## src/rtl/vx_barrier_pkg.sv

```systemverilog
// Shared types and width helpers for the per-core warp barrier unit.
package vx_barrier_pkg;

  function automatic int bits_min1(input int n);
    return (n > 1) ? $clog2(n) : 1;
  endfunction

  localparam int NUM_WARPS_DEF    = 4;
  localparam int NUM_BARRIERS_DEF = 4;
  localparam int NW_BITS          = bits_min1(NUM_WARPS_DEF);
  localparam int NB_BITS          = bits_min1(NUM_BARRIERS_DEF);

  typedef struct packed {
    logic [NW_BITS-1:0] wid;
    logic [NB_BITS-1:0] bar_id;
    logic [NW_BITS-1:0] size_m1;
  } bar_req_t;

  typedef enum logic {
    IDLE    = 1'b0,
    RELEASE = 1'b1
  } bar_state_t;

endpackage

```

## src/rtl/vx_popcount.sv

```systemverilog
// Counts set bits across an N-wide vector.
module vx_popcount #(
  parameter int N     = 4,
  parameter int CNT_W = 3
) (
  input  logic [N-1:0]     bits_in,
  output logic [CNT_W-1:0] cnt
);

  always_comb begin
    cnt = '0;
    for (int i = 0; i < N; i++) begin
      cnt = cnt + CNT_W'(bits_in[i]);
    end
  end

endmodule

```

## src/rtl/vx_barrier_unit.sv

```systemverilog
// Per-core warp barrier controller: tracks waiting warps per barrier, drives the
// scheduler stall mask and pulses a release once the expected count arrives.
module vx_barrier_unit
  import vx_barrier_pkg::*;
#(
  parameter int NUM_WARPS    = NUM_WARPS_DEF,
  parameter int NUM_BARRIERS = NUM_BARRIERS_DEF,
  localparam int WB          = bits_min1(NUM_WARPS),
  localparam int BB          = bits_min1(NUM_BARRIERS)
) (
  input  logic                 clk,
  input  logic                 reset,
  input  logic                 req_valid,
  output logic                 req_ready,
  input  logic [WB-1:0]        req_wid,
  input  logic [BB-1:0]        req_bar_id,
  input  logic [WB-1:0]        req_size_m1,
  input  logic                 kill_valid,
  input  logic [WB-1:0]        kill_wid,
  output logic                 rel_valid,
  output logic [BB-1:0]        rel_bar_id,
  output logic [NUM_WARPS-1:0] rel_mask,
  output logic [NUM_WARPS-1:0] stall_mask,
  output logic                 err,
  input  logic                 err_clr,
  output logic                 busy
);

  bar_req_t             req;
  bar_state_t           state_q, state_d;

  logic [NUM_WARPS-1:0] mask_q [NUM_BARRIERS];
  logic [NUM_WARPS-1:0] mask_k [NUM_BARRIERS];
  logic [NUM_WARPS-1:0] mask_d [NUM_BARRIERS];
  logic [WB-1:0]        size_q [NUM_BARRIERS];
  logic [WB-1:0]        size_d [NUM_BARRIERS];

  logic [NUM_WARPS-1:0] kill_oh, req_oh, sel_mask;
  logic [WB:0]          cnt;
  logic [WB-1:0]        eff_size;
  logic                 accept, kill_same, dup, other;
  logic                 rel_valid_d, err_d, busy_d;
  logic [BB-1:0]        rel_bar_id_d;
  logic [NUM_WARPS-1:0] rel_mask_d, stall_d;

  assign req       = '{wid: req_wid, bar_id: req_bar_id, size_m1: req_size_m1};
  assign req_ready = reset & (state_q == IDLE);
  assign accept    = req_valid & req_ready;
  assign kill_same = kill_valid & (kill_wid == req.wid);

  always_comb begin
    kill_oh = '0;
    if (kill_valid) kill_oh[kill_wid] = 1'b1;
  end

  always_comb begin
    req_oh = '0;
    req_oh[req.wid] = 1'b1;
  end

  // Kill is folded in first so every arrival decision sees the post-kill masks.
  always_comb begin
    for (int b = 0; b < NUM_BARRIERS; b++) begin
      mask_k[b] = mask_q[b] & ~kill_oh;
    end
  end

  assign sel_mask = mask_k[req.bar_id];
  assign dup      = sel_mask[req.wid];

  always_comb begin
    other = 1'b0;
    for (int b = 0; b < NUM_BARRIERS; b++) begin
      if ((BB'(b) != req.bar_id) && mask_k[b][req.wid]) other = 1'b1;
    end
  end

  vx_popcount #(
    .N     (NUM_WARPS),
    .CNT_W (WB + 1)
  ) u_popcount (
    .bits_in (sel_mask),
    .cnt     (cnt)
  );

  always_comb begin
    for (int b = 0; b < NUM_BARRIERS; b++) begin
      mask_d[b] = mask_k[b];
      size_d[b] = size_q[b];
    end
    state_d      = IDLE;
    rel_valid_d  = 1'b0;
    rel_bar_id_d = '0;
    rel_mask_d   = '0;
    eff_size     = '0;
    err_d        = err & ~err_clr;

    if (accept && !kill_same) begin
      if (dup || other) begin
        err_d = 1'b1;
      end else begin
        if (cnt == '0) begin
          size_d[req.bar_id] = req.size_m1;
          eff_size           = req.size_m1;
        end else begin
          eff_size = size_q[req.bar_id];
          if (req.size_m1 != size_q[req.bar_id]) err_d = 1'b1;
        end

        if (cnt == {1'b0, eff_size}) begin
          mask_d[req.bar_id] = '0;
          rel_valid_d        = 1'b1;
          rel_bar_id_d       = req.bar_id;
          rel_mask_d         = sel_mask | req_oh;
          state_d            = RELEASE;
        end else begin
          mask_d[req.bar_id][req.wid] = 1'b1;
        end
      end
    end
  end

  always_comb begin
    stall_d = '0;
    for (int b = 0; b < NUM_BARRIERS; b++) begin
      stall_d = stall_d | mask_d[b];
    end
  end

  assign busy_d = |stall_d;

  // Register boundary: barrier state and all scheduler-facing outputs.
  always_ff @(posedge clk or negedge reset) begin
    if (!reset) begin
      for (int b = 0; b < NUM_BARRIERS; b++) begin
        mask_q[b] <= '0;
        size_q[b] <= '0;
      end
      state_q    <= IDLE;
      rel_valid  <= 1'b0;
      rel_bar_id <= '0;
      rel_mask   <= '0;
      stall_mask <= '0;
      busy       <= 1'b0;
      err        <= 1'b0;
    end else begin
      for (int b = 0; b < NUM_BARRIERS; b++) begin
        mask_q[b] <= mask_d[b];
        size_q[b] <= size_d[b];
      end
      state_q    <= state_d;
      rel_valid  <= rel_valid_d;
      rel_bar_id <= rel_bar_id_d;
      rel_mask   <= rel_mask_d;
      stall_mask <= stall_d;
      busy       <= busy_d;
      err        <= err_d;
    end
  end

endmodule

```

## config.mk

```make
export PLATFORM = sky130hd
export DESIGN_NAME = vx_barrier_unit
export DESIGN_NICKNAME = d
export VERILOG_FILES = /design/src/rtl/vx_barrier_pkg.sv /design/src/rtl/vx_popcount.sv /design/src/rtl/vx_barrier_unit.sv
export SDC_FILE = /design/constraint.sdc
export NUM_CORES = 1
export LEC_CHECK = 0
export BUFFER_PORTS_ARGS = -buffer_cell sky130_fd_sc_hd__buf_2
export CORE_ASPECT_RATIO = 0.75
export CORE_MARGIN = 5
export CORE_UTILIZATION = 62
export CTS_CLUSTER_DIAMETER = 80
export DETAILED_ROUTE_END_ITERATION = 8
export MAX_ROUTING_LAYER = met4
export PLACE_DENSITY = 0.9
export REMOVE_ABC_BUFFERS = 1
export SYNTH_ARGS = -nofsm -noshare
export SYNTH_HDL_FRONTEND = slang
export SYNTH_SLANG_ARGS = --single-unit
```

## constraint.sdc

```tcl
create_clock -name clk -period 6 [get_ports clk]
set_clock_uncertainty 0.1 [all_clocks]
set_input_delay 0.6 -clock clk [delete_from_list [all_inputs] [get_ports clk]]
set_output_delay 0.6 -clock clk [all_outputs]
set_load 0.01 [all_outputs]
```

==> results.md, run 1 <==
- Area Growth Syn to Fin: 10.4%
- VDD IR max: 0.184 mV
- YS warnings: 0
- Worst Path Required: 6.07 ns
- FF-to-FF Start: mask_q[9]$_DFF_PN0_
- Dpl hpwl: 3890 um
- IO Pins: 27
- Final period utilization: 0.781
- Max Transition Viols Final: 0
- Max-cap violations: 0
- Largest area contributor in the netlist: dfrtp_1
- Cell Pwr Density: 277 nW/um^2
- F_max: 213 MHz
- Main synth FF type: dfrtp_1
- Die width: 78.8 um
- Kind of critical path: input pin to flop
- Sequential fraction of the synthesis area: 0.420
- Cell row count: 18
- Count of cell types in the netlist: 48
- FF-to-FF path depth: 12
- Period minus WS final: 4.68 ns
- Syn Area/Cell: 10.3 um^2
- Largest net degree at the start of global routing: 39
- Post-synthesis register bit count: 37
- Initial core utilization: 0.656
- Vias in the first global route: 1730
- Post-synth EDFFs: 0
- PostCTS Resize Cnt: 0
- Die height: 61.6 um
- Post-CTS setup buffer count: 0
- Clk root buf: clkbuf_8
- Clk sinks: 37
- Slew headroom: 0.544
- Area contributors post-synth: dfrtp_1 42%, mux4_2 6.1%, mux2_1 4.1%, nor4_1 3.7%, and2_1 3.4%
- Routed Antenna Nets: 0
- Yosys top cell area share: 0.420
- Worst-path clk slew: 0.08 ns
- Antenna violations before repair: 0
- Pre-antenna DRT Iters: 4
- First-pass GRT wire length: 8690 um
- Fin. Hold Viols: 0
- Antenna cell count: 0
- Post-Synthesis Cells: 213
- Least-Margin Pin Slew: 0.677 ns
- Overall routed net length: 5210 um
- Post-Syn Area: 2200 um^2
- R2r endpoint: busy$_DFF_PN0_
- Fillers: 243
- Static Leak: 0.00121 uW
- Worst Hold Class: input pin to async pin
- Setup TNS: 0 ns
- Nets: 254
- Worst setup SP type: input pin
- Overflow left after global routing: 0
- R2R Setup Slk: 1.55 ns
- Die ar.: 4860 um^2
- Vias: 1816
- RePlAce Congestion: 1.01
- CTS tree: done
- Overall Power: 674 uW
- Total routing usage reported by global routing: 0.247
- Share of cells above drive strength 1: 0.205
- Commonest cells post-synth: 37 x dfrtp_1, 18 x inv_1, 13 x nor4_1, 12 x and2_1, 12 x nand2_1
- Initial DRC Count: 111
- WL/cell: 18.7 um
- Final setup viols: 0
- CTS hold repair buffers: 0
- Clk buf depth: 2
- Crit path max fanout: 12
- H-tree depth: 2
- RSZ-0062 raised after global routing: no
- Vias/cell: 6.51
- Post-route DRC: 0
- Post-synth ARST share: 1.00
- Crit path arrival time: 4.75 ns
- Num CTS Buffers: 5
- Status: finished clean
- IO buf count: 26
- Later-pin clock latency in the skew report: 0.30 ns
- Top-count cell post-synth: dfrtp_1
- Core Area: 3360 um^2
- CP Capture Type: flop
==> stage by stage <==
step            util  std cells  instance area, um^2  worst slack, ns  hold slack [ns]
2_1_floorplan      -        204                 2160             1.88            0.204
3_3_place_gp   0.698        271                 2340             1.25            0.369
3_5_place_dp   0.698        271                 2340             1.10            0.381
4_1_cts        0.724        279                 2430             1.32            0.241
5_1_grt        0.724        279                 2430             1.09            0.257
6_report       0.724        279                 2430             1.32            0.229
==> metal layers <==
metal	GRT usage	part of all wire	up-vias
met2	0.364	0.44	96
met3	0.0629	0.097	5
met4	0.0907	0.0096	0
met5	-	0	-
met1	0.336	0.45	891
li1	-	-	824
==> layout make-up <==
class,count,area [um^2],area share
tap,40,50.0,0.0206
multi-input combinational,148,1160,0.477
timing repair buffer,27,138,0.0566
inverter,19,71.3,0.0293
sequential,37,926,0.381
clock inverter,2,15.0,0.00618
clock buffer,6,72.6,0.0299
==> how the worst max path moves through the flow <==
stage / slack (ns) / endpoint / startpoint
after floorplan: 1.88 / busy$_DFF_PN0_ / req_bar_id[0]
after global placement: 1.25 / busy$_DFF_PN0_ / req_bar_id[0]
after detailed placement: 1.10 / busy$_DFF_PN0_ / req_bar_id[0]
after CTS: 1.32 / busy$_DFF_PN0_ / req_bar_id[0]
after global routing: 1.09 / busy$_DFF_PN0_ / req_bar_id[0]
final: 1.32 / busy$_DFF_PN0_ / req_bar_id[0]
==> state kept, by name (all words and copies together) (netlist names) <==
| register | cells |
|---|---|
| busy | 1 |
| err | 1 |
| mask_q | 16 |
| rel_bar_id | 2 |
| rel_mask | 4 |
| size_q | 8 |
| stall_mask | 4 |
| state_q | 1 |
==> kinds of logic after synthesis <==
family	after synthesis	share of synthesized area
XOR/XNOR	5	0.0199
buffers and inverters	28	0.0534
adder cells (fa/ha/maj)	3	0.0205
flip-flops	37	0.420
multiplexers	15	0.114
AND/OR/NAND/NOR	85	0.234
AO/OA/AOI/OAI	40	0.138
==> power by group <==
group / switching (uW) / internal (uW)
registers: 25.1 / 295
clock network: 90.1 / 81.7
logic: 101 / 80.4
==> layout by cell type (no fill, tap or decap), types with 2 or more instances in the layout <==
cell type and instances:
dfrtp_1 37, buf_2 26, inv_1 18, nor4_1 13
nand2_1 12, and2_1 12, nor2_1 11, o21bai_1 8
mux2_1 8, a21oi_1 7, mux4_2 6, a22oi_1 6
nand3_1 5, clkbuf_8 5, nand2b_1 4, and3_1 4
o21ai_0 4, o2111ai_1 4, nand3b_1 3, or2_1 3
nor2b_1 3, xnor2_1 3, nor3_1 3, or4_1 2
a32o_1 2, and3b_1 2, o21ai_2 2, xor2_1 2
ha_1 2, clkinvlp_4 2
==> worst max-delay path, cell delays in order <==
cell and delay [ns]:
buf_2 0.25, mux4_1 0.60, nand2_1 0.14, inv_1 0.07, ha_1 0.29, fa_1 0.59, xnor2_1 0.14, nand2_1 0.07
a221o_1 0.46, nor4_1 0.55, o21bai_1 0.23, o2111ai_1 0.18, or4_1 0.57
No activity file was read; power rests on OpenSTA's default activity.
==> run 2, diff against run 1 <==
- CORE_UTILIZATION: 62 -> 58
- PLACE_DENSITY: 0.9 -> 0.86
- clock period: 6 -> 4.8 ns (I/O delays scaled with it)
==> results.md, run 2 (synthesis gave the netlist of run 1 again) <==
- Setup TNS: 0 ns (unchanged)
- Vias/cell: 6.10 (-6.4%)
- Later-pin clock latency in the skew report: 0.30 ns (about the same)
- Largest net degree at the start of global routing: 38 (-2.6%)
- P_int: 570 uW (+25%)
- Final setup viols: 0 (unchanged)
- Worst-path clk slew: 0.08 ns (about the same)
- Clk sinks: 37 (unchanged)
- Max-cap violations: 0 (unchanged)
- Period minus WS final: 4.31 ns
- Core Area: 3660 um^2 (+9.1%)
- Post-CTS setup buffer count: 0 (unchanged)
- RSZ-0062 raised after global routing: no
- PostCTS Resize Cnt: 0 (unchanged)
- CP Capture Type: flop
- Die height: 63.4 um (+2.8%)
- Seq pwr share: 0.479 (+0.003)
- Vias in the first global route: 1667 (-3.6%)
- Kind of critical path: input pin to flop
- Overflow left after global routing: 0 (unchanged)
- Post-placement cell area: 2370 um^2 (+1.3%)
- Overall routed net length: 5120 um (-1.7%)
- Biggest registers after layout: mask_q (16), size_q (8)
- Num CTS Buffers: 5 (unchanged)
- R2R Setup Slk: 0.51 ns (-1.04 ns)
- Antenna cell count: 0 (unchanged)
- Share of cells above drive strength 1: 0.216 (+0.0107)
- Nets: 256 (+0.79%)
- IO buf count: 26 (unchanged)
- Worst Path Required: 4.87 ns (-1.20 ns)
- CTS hold repair buffers: 0 (unchanged)
- Most common library cell in the layout ignoring fill and taps: dfrtp_1
- Antenna violations before repair: 0 (unchanged)
- Clk buf depth: 2 (unchanged)
- H-tree depth: 2 (unchanged)
- Cell row count: 19 (+1)
- IO Pins: 27 (unchanged)
- Crit path arrival time: 4.38 ns (-0.37 ns)
- Fin. Hold Viols: 0 (unchanged)
- CTS tree: done
- Die width: 81.2 um (+3.0%)
- F_max: 232 MHz
- Vias: 1786 (-1.7%)
- Fillers: 304 (+25%)
- Initial core utilization: 0.602 (-0.0547)
- Worst Hold Class: input pin to async pin
- Max reg flops: 16 (unchanged)
- Reg with most FFs: mask_q
- Slew headroom: 0.587 (+0.0423)
- Total routing usage reported by global routing: 0.225 (-0.0220)
- Dpl hpwl: 3800 um (-2.2%)
- Final instance area: 2460 um^2 (+1.2%)
- Area of the multi-input gates: 1160 um^2 (unchanged)
- WL/cell: 17.5 um (-6.4%)
- Clk root buf: clkbuf_8
- VDD IR max: 0.234 mV (+27%)
- Worst setup SP type: input pin
- Initial DRC Count: 196 (+77%)
- Most frequent cells in the layout: 37 x dfrtp_1, 26 x buf_2, 18 x inv_1
- Post-route DRC: 0 (unchanged)
- Least-Margin Pin Slew: 0.615 ns (-0.0629 ns)
- RePlAce Congestion: 0.978 (-3.4%)
- Seq. cell area: 926 um^2 (unchanged)
- Pre-antenna DRT Iters: 5 (+1)
- Area Growth Syn to Fin: 11.7%
- Clk pwr share: 0.252 (-0.003)
- First-pass GRT wire length: 8580 um (-1.3%)
- Status: finished clean
- Switching fraction of total power: 0.317 (-0.00397)
- Die ar.: 5140 um^2 (+5.9%)
- Comb power frac: 0.269 (about the same)
- Max Transition Viols Final: 0 (unchanged)
- Cell Pwr Density: 339 nW/um^2 (+22%)
- Net Sw Power: 265 uW (+22%)
- Crit path max fanout: 9 (-3)
- Routed Antenna Nets: 0 (unchanged)
- Static Leak: 0.00123 uW (+1.4%)
- Final period utilization: 0.897
## run 2: changes by cell type in the layout (fill, tap and decap cells not counted)
cell | before | now
clkinvlp_4 | 2 | 1
clkbuf_1 | 1 | 0
clkinv_2 | 0 | 2
buf_4 | 1 | 3
## run 2: path summary, 6_finish.rpt
path,from,end,cells after the start
min,reset,mask_q[12]$_DFF_PN0_,2
max reg2reg,mask_q[8]$_DFF_PN0_,busy$_DFF_PN0_,12
min reg2reg,size_q[5]$_DFFE_PN0P_,size_q[5]$_DFFE_PN0P_,1
max,kill_wid[0],busy$_DFF_PN0_,13
min in group clk,err_clr,err$_DFF_PN0_,2
max in group asynchronous,reset,state_q$_DFF_PN0_,2
## run 2: final cells by class
cell class | count | share of cell area
inverter | 19 | 0.0290
multi-input combinational | 148 | 0.471
clock inverter | 3 | 0.00712
tap | 52 | 0.0264
clock buffer | 5 | 0.0280
timing repair buffer | 29 | 0.0621
sequential | 37 | 0.376
## run 2: routing by layer
metal	share of wire	vias up	track usage
met2	0.42	94	0.293
met3	0.10	7	0.0570
li1	-	833	-
met5	0	-	-
met4	0.012	0	0.0717
met1	0.47	852	0.341
## run 2: worst max-delay path, stage by stage
cell and delay [ns]:
buf_2 0.13, or3b_1 0.53, nand2_1 0.18, inv_1 0.06, ha_1 0.31, fa_1 0.41, ha_1 0.35, nor2_1 0.07
a221o_1 0.40, nor4_1 0.50, o21bai_1 0.23, o2111ai_1 0.17, or4_1 0.54
## run 2: stage by stage
| step | worst slack [ns] | util | instances | power (uW) | hold slack [ns] |
|---|---|---|---|---|---|
| finish | 0.492 | 0.672 | 293 | 835 | 0.189 |
| global route | 0.313 | 0.672 | 293 | 889 | 0.222 |
| CTS | 0.504 | 0.672 | 293 | 838 | 0.203 |
| detailed placement | 0.225 | 0.648 | 285 | 627 | 0.377 |
| global placement | 0.298 | 0.648 | 285 | 621 | 0.368 |
| floorplan | 0.799 | - | 204 | 551 | 0.0844 |
## run 2: power by group through the flow
stage	Combinational [uW]	Sequential (uW)	Clock, uW
after floorplan	149	402	0
after global placement	218	403	0
after detailed placement	223	403	0
after CTS	225	398	215
after global routing	247	406	235
final	225	400	211
==> run 3, diff against run 2 <==
- PLACE_DENSITY: 0.86 -> 0.85
- SYNTH_HIERARCHICAL: unset -> 1
==> results.md, run 3 <==
- Max Transition Viols Final: 0 (unchanged)
- F_max: 247 MHz (+6.2%)
- Clk sinks: 37 (unchanged)
- Area Growth Syn to Fin: 12.5%
- RSZ-0062 raised after global routing: no
- Overall routed net length: 6060 um (+18%)
- Count of cell types in the netlist: 57 (+19%)
- RePlAce Congestion: 1.03 (+4.8%)
- Post-synthesis register bit count: 37 (unchanged)
- Met3 wire length: 705 um (+37%)
- Die ar.: 5350 um^2 (+4.0%)
- Total routing usage reported by global routing: 0.238 (+0.0123)
- FF-to-FF Start: mask_q[5]$_DFF_PN0_
- CTS hold repair buffers: 0 (unchanged)
- First-pass GRT wire length: 9690 um (+13%)
- Main synth FF type: dfrtp_1
- H-tree depth: 2 (unchanged)
- Syn Area/Cell: 10.2 um^2 (-0.87%)
- Routed Antenna Nets: 0 (unchanged)
- Worst-path clk slew: 0.08 ns (about the same)
- Worst Path Required: 4.86 ns (about the same)
- CTS tree: done
- Met2 WL: 2470 um (+15%)
- Max reg flops: 16 (unchanged)
- Nets: 269 (+5.1%)
- Status: finished clean
- Slew headroom: 0.657 (+0.0703)
- Least-Margin Pin Slew: 0.514 ns (-0.101 ns)
- Post-Place Cells: 298 (+4.6%)
- P_int: 668 uW (+17%)
- Clk buf depth: 2 (unchanged)
- Crit path max fanout: 13 (+4)
- Cell row count: 19 (unchanged)
- Comb power frac: 0.306 (+0.037)
- Vias/cell: 6.61 (+8.4%)
- Post-Synthesis Cells: 225 (+5.6%)
- Commonest cells post-synth: 37 x dfrtp_1, 19 x a31oi_1, 17 x inv_1, 15 x nor2_1, 12 x and2_1
- Post-CTS setup buffer count: 0 (unchanged)
- Post-route DRC: 0 (unchanged)
- Overflow left after global routing: 0 (unchanged)
- Final instance area: 2590 um^2 (+5.5%)
- VDD IR max: 0.253 mV (+8.3%)
- Setup TNS: 0 ns (unchanged)
- Biggest registers after layout: mask_q (16), size_q (8)
- Clk pwr share: 0.274 (+0.022)
- Seq pwr share: 0.419 (-0.060)
- Post-Syn Area: 2310 um^2 (+4.7%)
- Vias: 2022 (+13%)
- Net Sw Power: 308 uW (+16%)
- Period minus WS final: 4.06 ns (-0.252 ns)
- PostCTS Resize Cnt: 0 (unchanged)
- Final non-filler cell total: 306 (+4.4%)
- Final period utilization: 0.845 (-0.0525)
- Max-cap violations: 0 (unchanged)
- Dpl hpwl: 4460 um (+17%)
- Yosys top cell area share: 0.402 (-0.0189)
- Post-placement cell area: 2480 um^2 (+4.6%)
- Overall Power: 975 uW (+17%)
- Die height: 64.6 um (+2.0%)
- Kind of critical path: input pin to flop
- DR top layer: met4
- Final core utilization: 0.691 (+0.0190)
- Initial DRC Count: 250 (+28%)
- Antenna cell count: 0 (unchanged)
- Worst Hold Class: input pin to async pin
- Die width: 82.8 um (+2.0%)
- Static Leak: 0.00122 uW (-1.3%)
- Largest area contributor in the netlist: dfrtp_1
- Largest net degree at the start of global routing: 38 (unchanged)
- IO buf count: 26 (unchanged)
- Area contributors post-synth: dfrtp_1 40%, mux4_2 5.9%, a31oi_1 5.2%, mux2_2 4.9%, and2_1 3.3%
- Most common library cell in the layout ignoring fill and taps: dfrtp_1
- Later-pin clock latency in the skew report: 0.30 ns (about the same)
- Post-synth ARST share: 1.00 (unchanged)
- Sequential fraction of the synthesis area: 0.402 (-0.0189)
- Pre-antenna DRT Iters: 5 (unchanged)
- Cell Pwr Density: 376 nW/um^2 (+11%)
- CP Capture Type: flop
- Switching fraction of total power: 0.316 (-0.00145)
- Clk root buf: clkbuf_8
- Initial core utilization: 0.614 (+0.0124)
- Reg with most FFs: mask_q
- Antenna violations before repair: 0 (unchanged)
- Critical Path Start: req_bar_id[0]
- Worst setup SP type: input pin
- Post-synth EDFFs: 0 (unchanged)
- Most frequent cells in the layout: 37 x dfrtp_1, 26 x buf_2, 19 x a31oi_1
- Final setup viols: 0 (unchanged)
- Core Area: 3760 um^2 (+2.6%)
- Fillers: 323 (+6.3%)
- IO Pins: 27 (unchanged)
- Share of cells above drive strength 1: 0.268 (+0.0519)
- Num CTS Buffers: 5 (unchanged)
- Vias in the first global route: 1924 (+15%)
- Fin. Hold Viols: 0 (unchanged)
- Top-count cell post-synth: dfrtp_1
- WL/cell: 19.8 um (+13%)
- Crit path arrival time: 4.11 ns (-0.27 ns)
- M1 WL: 2750 um (+15%)
- YS warnings: 6 (+6)
run 3: cell count changes after synthesis, sizes merged, moves of 4 or more:
cell / before / now
a31oi: 1 / 20
nor4: 13 / 3
o21bai: 8 / 0
a32oi: 1 / 7
a22oi: 6 / 2
mux2: 8 / 12
nor2: 11 / 15
o2111ai: 4 / 0
or2: 4 / 0
run 3: metal layers:
layer	global-route usage	vias up
met4	0.0735	0
met3	0.0595	22
met5	-	-
li1	-	902
met1	0.351	952
met2	0.320	146
run 3: kinds of logic after synthesis:
family,count (synthesis),synth area share
AOI/OAI and AO/OA,56,0.188
xor gates and xnor gates,5,0.0190
adders and majority gates,3,0.0195
buffers and inverters,29,0.0581
DFF,37,0.402
muxes,18,0.120
and+or+nand+nor,77,0.193
run 3: through the flow:
stage               setup WS, ns  hold slack, ns
finish                     0.744           0.174
global route               0.567           0.224
CTS                        0.728           0.194
detailed placement         0.405           0.393
global placement           0.523           0.387
floorplan                  0.883          0.0844
run 3: worst max-delay path, cell delays in order:
cell	delay, ns
buf_2	0.29
mux4_2	0.56
and2_1	0.19
inv_1	0.08
fa_1	0.41
inv_1	0.07
ha_1	0.14
ha_1	0.24
nand2_1	0.07
o22ai_1	0.16
a21oi_1	0.08
o31a_1	0.25
nand4b_1	0.21
a211o_1	0.32
a221oi_1	0.41
nand4_1	0.13
run 3: power by group through the flow:
stage | Combinational (uW) | Sequential (uW) | Clock, uW
2_1_floorplan | 190 | 410 | 0
3_3_place_gp | 286 | 410 | 0
3_5_place_dp | 296 | 411 | 0
4_1_cts | 296 | 407 | 271
5_1_grt | 324 | 416 | 288
6_report | 299 | 409 | 268
run 3: worst paths after layout:
path                                              end  slack [ns]  cells after the start
worst min register to register  size_q[0]$_DFFE_PN0P_        0.41                      1
worst min-delay path              mask_q[3]$_DFF_PN0_        0.17                      2
max in group asynchronous       size_q[7]$_DFFE_PN0P_        4.11                      2
min in group clk                        err$_DFF_PN0_        0.25                      2
worst max register to register         busy$_DFF_PN0_        0.88                     15
worst max-delay path                   busy$_DFF_PN0_        0.74                     16
run 3: final cells by class:
type / count / area (um^2) / area share
clock buffers: 6 / 72.6 / 0.0280
clock inverters: 2 / 38.8 / 0.0149
inverters: 17 / 63.8 / 0.0246
multi-input cells: 159 / 1250 / 0.480
flip-flops and latches: 37 / 926 / 0.357
well taps: 52 / 65.1 / 0.0251
repair buffers: 33 / 183 / 0.0704
